File: config.mk
export PLATFORM = sky130hd
export DESIGN_NAME = button_shaper_multi
export DESIGN_NICKNAME = d
export VERILOG_FILES = /design/src/rtl/button_shaper_multi.sv
export SDC_FILE = /design/constraint.sdc
export NUM_CORES = 1
export LEC_CHECK = 0
export ABC_AREA = 1
export BUFFER_PORTS_ARGS = -buffer_cell sky130_fd_sc_hd__buf_2
export CORE_UTILIZATION = 60
export CTS_CLUSTER_DIAMETER = 150
export DETAILED_ROUTE_END_ITERATION = 10
export PLACE_DENSITY = 0.78
export SLEW_MARGIN = 20
export SYNTH_ARGS = -nofsm -noshare
export SYNTH_HDL_FRONTEND = slang
export SYNTH_SLANG_ARGS = --single-unit
File: constraint.sdc
create_clock -name Clk -period 3.7 [get_ports Clk]
set_clock_uncertainty 0.15 [all_clocks]
set_input_delay 0.37 -clock Clk [delete_from_list [all_inputs] [get_ports Clk]]
set_output_delay 0.37 -clock Clk [all_outputs]
set_load 0.02 [all_outputs]
File: src/rtl/button_shaper_multi.sv
// ============================================================================
// button_shaper_multi : per-channel 2-flop sync, counter debounce and
//                       press-pulse FSM with optional auto-repeat.
// Revision: 1.0
// ============================================================================
`default_nettype none

module button_shaper_multi #(
  parameter int NUM_BTN      = 4,
  parameter int DB_CYCLES    = 16,
  parameter int REPEAT_DELAY = 500,
  parameter int REPEAT_RATE  = 100
) (
  input  logic               Clk,
  input  logic               Rst,
  input  logic               En,
  input  logic               Rep_en,
  input  logic [NUM_BTN-1:0] Btn_in,
  output logic [NUM_BTN-1:0] Pulse_out,
  output logic [NUM_BTN-1:0] Held_out,
  output logic               Any_pulse
);

  localparam int DB_W   = $clog2(DB_CYCLES + 1);
  localparam int RC_MAX = (REPEAT_DELAY > REPEAT_RATE) ? REPEAT_DELAY : REPEAT_RATE;
  localparam int RC_W   = $clog2(RC_MAX);

  localparam logic [DB_W-1:0] DB_LAST    = DB_W'(DB_CYCLES);
  localparam logic [RC_W-1:0] DELAY_LAST = RC_W'(REPEAT_DELAY - 2);
  localparam logic [RC_W-1:0] RATE_LAST  = RC_W'(REPEAT_RATE - 1);

  typedef enum logic [1:0] {
    S_OFF  = 2'd0,
    S_ON1  = 2'd1,
    S_HOLD = 2'd2,
    S_REP  = 2'd3
  } state_t;

  logic [NUM_BTN-1:0] pulse_nxt;
  logic [NUM_BTN-1:0] held_nxt;

  for (genvar i = 0; i < NUM_BTN; i++) begin : g_ch
    logic            sync1;
    logic            sync2;
    logic            db;
    logic            db_prev;
    logic [DB_W-1:0] cnt;
    logic [RC_W-1:0] rc;
    logic [RC_W-1:0] rc_nxt;
    logic            press;
    logic            pulse_c;
    state_t          state;
    state_t          state_nxt;

    // Debounced level resets to released, so a button held across reset
    // is seen as a fresh press once it has been stable for DB_CYCLES.
    always_ff @(posedge Clk or negedge Rst) begin
      if (!Rst) begin
        sync1   <= 1'b1;
        sync2   <= 1'b1;
        db      <= 1'b1;
        db_prev <= 1'b1;
        cnt     <= '0;
        state   <= S_OFF;
        rc      <= '0;
      end else begin
        sync1   <= Btn_in[i];
        sync2   <= sync1;
        db_prev <= db;
        if (sync2 == db) begin
          cnt <= '0;
        end else if (cnt == DB_LAST) begin
          db  <= sync2;
          cnt <= '0;
        end else begin
          cnt <= cnt + 1'b1;
        end
        state <= state_nxt;
        rc    <= rc_nxt;
      end
    end

    assign press = db_prev & ~db;

    always_comb begin
      state_nxt = state;
      rc_nxt    = rc;
      pulse_c   = 1'b0;
      if (!En || db) begin
        state_nxt = S_OFF;
        rc_nxt    = '0;
      end else begin
        case (state)
          S_OFF: begin
            if (press) begin
              state_nxt = S_ON1;
              rc_nxt    = '0;
              pulse_c   = 1'b1;
            end
          end
          S_ON1: begin
            state_nxt = S_HOLD;
            rc_nxt    = '0;
          end
          S_HOLD: begin
            // Counter freezes while repeat is disabled.
            if (Rep_en) begin
              if (rc == DELAY_LAST) begin
                state_nxt = S_REP;
                rc_nxt    = '0;
                pulse_c   = 1'b1;
              end else begin
                rc_nxt = rc + 1'b1;
              end
            end
          end
          S_REP: begin
            if (!Rep_en) begin
              state_nxt = S_HOLD;
              rc_nxt    = '0;
            end else if (rc == RATE_LAST) begin
              rc_nxt  = '0;
              pulse_c = 1'b1;
            end else begin
              rc_nxt = rc + 1'b1;
            end
          end
          default: begin
            state_nxt = S_OFF;
            rc_nxt    = '0;
          end
        endcase
      end
    end

    assign pulse_nxt[i] = pulse_c;
    assign held_nxt[i]  = ~db;
  end

  always_ff @(posedge Clk or negedge Rst) begin
    if (!Rst) begin
      Pulse_out <= '0;
      Held_out  <= '0;
      Any_pulse <= 1'b0;
    end else begin
      Pulse_out <= pulse_nxt;
      Held_out  <= held_nxt;
      Any_pulse <= |pulse_nxt;
    end
  end

endmodule

`default_nettype wire
==> flow_metrics.env <==
export IMPL_outcome="finished with violations"
export IMPL_violations="hold timing"
export IMPL_num_nets_final=595
export IMPL_cp_required_ns=3.84
export IMPL_dieWidth_um=88.9
export IMPL_drive_gt1_share_pct=12.0
export IMPL_final_min_clock_period_ns=1.80
export IMPL_final_cell_mix="113 x nand2_1, 74 x inv_1, 73 x dfrtp_1, 72 x nor2_1, 51 x nand3_1"
export IMPL_antenna_cells=0
export IMPL_vias=3419
export IMPL_placed_area_um2=4710
export IMPL_rsz0062_at_grt="no"
export IMPL_cts_tree="done"
export IMPL_crit_chain="nand2_1 > o211ai_2 > nand2_1 > o21ai_0 > nand2_1 > nor2_1"
export IMPL_worst_r2r_cell_count=6
export IMPL_p_leak_nw=2.38
export IMPL_num_rows=31
export IMPL_wirelength_um=7790
export IMPL_timing_hold_ws_ns=-0.0184
export IMPL_htree_levels=3
export IMPL_multiInputGateArea_um2=1950
export IMPL_cts_made_buffers=9
export IMPL_critPathSlowestCell="dfstp_2"
export IMPL_cp_max_fo=15
export IMPL_yosysSeqAreaShare_pct=49.6
export IMPL_tightest_slew_ns=0.902
export IMPL_cap_violations=0
export IMPL_core_area_um2=7290
export IMPL_fin_tns_setup_ns=0
export IMPL_synth_seq_cells=89
export IMPL_fmax_ghz=0.556
export IMPL_clk_latency_ns=0.36
export IMPL_cts_max_path_buffers=2
export IMPL_final_area_um2=4980
export IMPL_first_pass_iters=4
export IMPL_p_int_mw=1.47
export IMPL_area_growth_synth_to_final_pct=9.98
export IMPL_grt_pass1_vias=3215
export IMPL_gp_congestion=0.870
export IMPL_regToRegSetupSlack_ns=1.90
export IMPL_die_h_um=88.9
export IMPL_antenna_found_initial=0
export IMPL_syn_inst=543
export IMPL_io_buffers=16
export IMPL_dp_slack_ns=1.92
export IMPL_grt_pass1_wl_um=13800
export IMPL_netlist_area_um2=4530
export IMPL_netSwitchingFraction_pct=26.4
export IMPL_worst_setup_path_type="flop to flop"
export IMPL_ff_latch_area_um2=2250
export IMPL_drt_iter0_drc=152
export IMPL_r2r_end="g_ch[1].rc[5]"
export IMPL_initial_utilization_pct=62.1
export IMPL_p_comb_share_pct=9.8
export IMPL_io_pins=17
export IMPL_cpMostUsedCell="nand2_1"
export IMPL_final_common_cell="nand2_1"
export IMPL_wire_per_inst_um=11.5
export IMPL_fin_ws_ns=1.90
export IMPL_clkTransAtPathRegs_ns=0.09
export IMPL_die_area_um2=7900
export IMPL_post_cts_resized=0
export IMPL_power_density_nw_per_um2=401
export IMPL_max_stage_delay_ns=0.53
export IMPL_hold_viol=27
export IMPL_p_seq_share_pct=52.5
export IMPL_reg2reg_from="g_ch[1].db_prev"
export IMPL_nFillCells=609
export IMPL_peakVddDrop_v=0.000259
export IMPL_grt_max_degree=76
export IMPL_max_slew_margin_pct=39.9
export IMPL_crit_path_start_kind="flop"
export IMPL_finalSetupViolCount=0
export IMPL_avgSynthCellArea_um2=8.34
export IMPL_grt_total_usage_pct=22.7
export IMPL_power_switching_mw=0.527
export IMPL_drc=0
export IMPL_cts_root_buf="clkbuf_8"
export IMPL_report_final_slew_viol_count=0
export IMPL_crit_path_end_kind="flop"
export IMPL_synthDistinctLibCells=35
export IMPL_hold_path_class="input port to asynchronous set/reset pin"
export IMPL_dp_hpwl_um=5650
export IMPL_crit_arrival_ns=1.94
export IMPL_vias_per_cell=5.07
export IMPL_p_total_mw=1.99
export IMPL_ant_nets=0
export IMPL_yosysWarnings=0
export IMPL_syn_num_nets=567
export IMPL_grt_overflow=0
export IMPL_clock_sinks=89
export IMPL_fin_util_pct=68.3
export IMPL_timing_final_crit_share_pct=48.6
export IMPL_clkPwrFrac_pct=37.7
## stage by stage
stage                     hold slack [ns]  cells
after floorplan                   -0.0756    543
after global placement              0.196    655
after detailed placement            0.197    655
after CTS                          0.0120    675
after global routing               0.0646    675
final                             -0.0184    675
## flip-flops by register name, indices dropped and copies added, names as in the netlist
| register | count |
|---|---|
| g_ch.sync1 | 4 |
| g_ch.state | 8 |
| g_ch.db | 4 |
| g_ch.db_prev | 4 |
| Pulse_out | 4 |
| Any_pulse | 1 |
| g_ch.sync2 | 4 |
| g_ch.cnt | 20 |
| g_ch.rc | 36 |
| Held_out | 4 |
## logic make-up (layout without fill, tap and decap cells)
logic type	count (synthesis)	in the layout	share of synthesized area (%)
AO/OA/AOI/OAI	67	67	8.35
AND/OR/NAND/NOR	263	263	25.4
adder cells (fa/ha/maj)	16	16	4.42
XOR/XNOR	26	26	5.03
flip-flops	89	89	49.6
buffers and inverters	82	115	7.19
## what timing repair did
item / 4_1_cts / 5_1_grt
setup buffers: 0 / 0
hold buffers: 4 / 0
hold endpoints to repair: 4 / 0
## per-layer routing
metal | track usage (%) | up-vias | wire (um)
met5 | 0 | - | 0
met4 | 5.57 | 0 | 63
met3 | 6.34 | 4 | 234
met2 | 37.6 | 45 | 3680
met1 | 29.8 | 1589 | 3810
li1 | - | 1781 | -
## cell usage after synthesis (all sizes together)
master,number,area (um2)
nand2,120,473
inv,78,293
nor2,76,305
dfrtp,73,1830
nand3,53,283
a21oi,36,180
o21ai,18,97.6
dfstp,16,420
ha,16,200
xor2,16,140
xnor2,10,87.6
nor3,5,25.0
buf,4,32.5
nand4,4,25.0
nand3b,3,22.5
o21a,3,22.5
a31oi,2,12.5
nor3b,2,15.0
o211ai,2,20.0
o31ai,2,15.0
a21o,1,7.51
a31o,1,8.76
o21bai,1,7.51
o22ai,1,6.26
## power by group through the flow
stage | Sequential, mW | Clock [mW] | Combinational [mW]
5_1_grt | 1.06 | 0.822 | 0.228
2_1_floorplan | 1.06 | 0 | 0.143
3_5_place_dp | 1.07 | 0 | 0.194
3_3_place_gp | 1.06 | 0 | 0.187
4_1_cts | 1.05 | 0.774 | 0.198
6_report | 1.05 | 0.751 | 0.196
## worst max-delay path, delay by kind of cell, from the launching register on
family,cells,cell delay (ns)
AOI/OAI and AO/OA,2,0.68
and+or+nand+nor,4,0.38
DFF,1,0.53
## worst max path at each step
stage               startpoint             to  slack (ns)  cells past startpoint
6_report       g_ch[1].db_prev  g_ch[1].rc[5]        1.90                      6
5_1_grt        g_ch[1].db_prev  g_ch[1].rc[5]        1.70                      6
4_1_cts        g_ch[1].db_prev  g_ch[1].rc[5]        1.91                      6
3_5_place_dp   g_ch[1].db_prev  g_ch[1].rc[5]        1.92                      6
3_3_place_gp   g_ch[1].db_prev  g_ch[1].rc[5]        2.01                      6
2_1_floorplan    g_ch[0].rc[1]  g_ch[0].rc[5]        2.21                      8
## cell type report
class	count	area share, %
clock buffer	9	2.49
clock inverter	7	2.14
inverter	78	5.88
multi-input combinational	372	39.3
sequential	89	45.1
tap	99	2.49
timing repair buffer	21	2.61
Note: power is estimated with default switching activity, not from simulation.
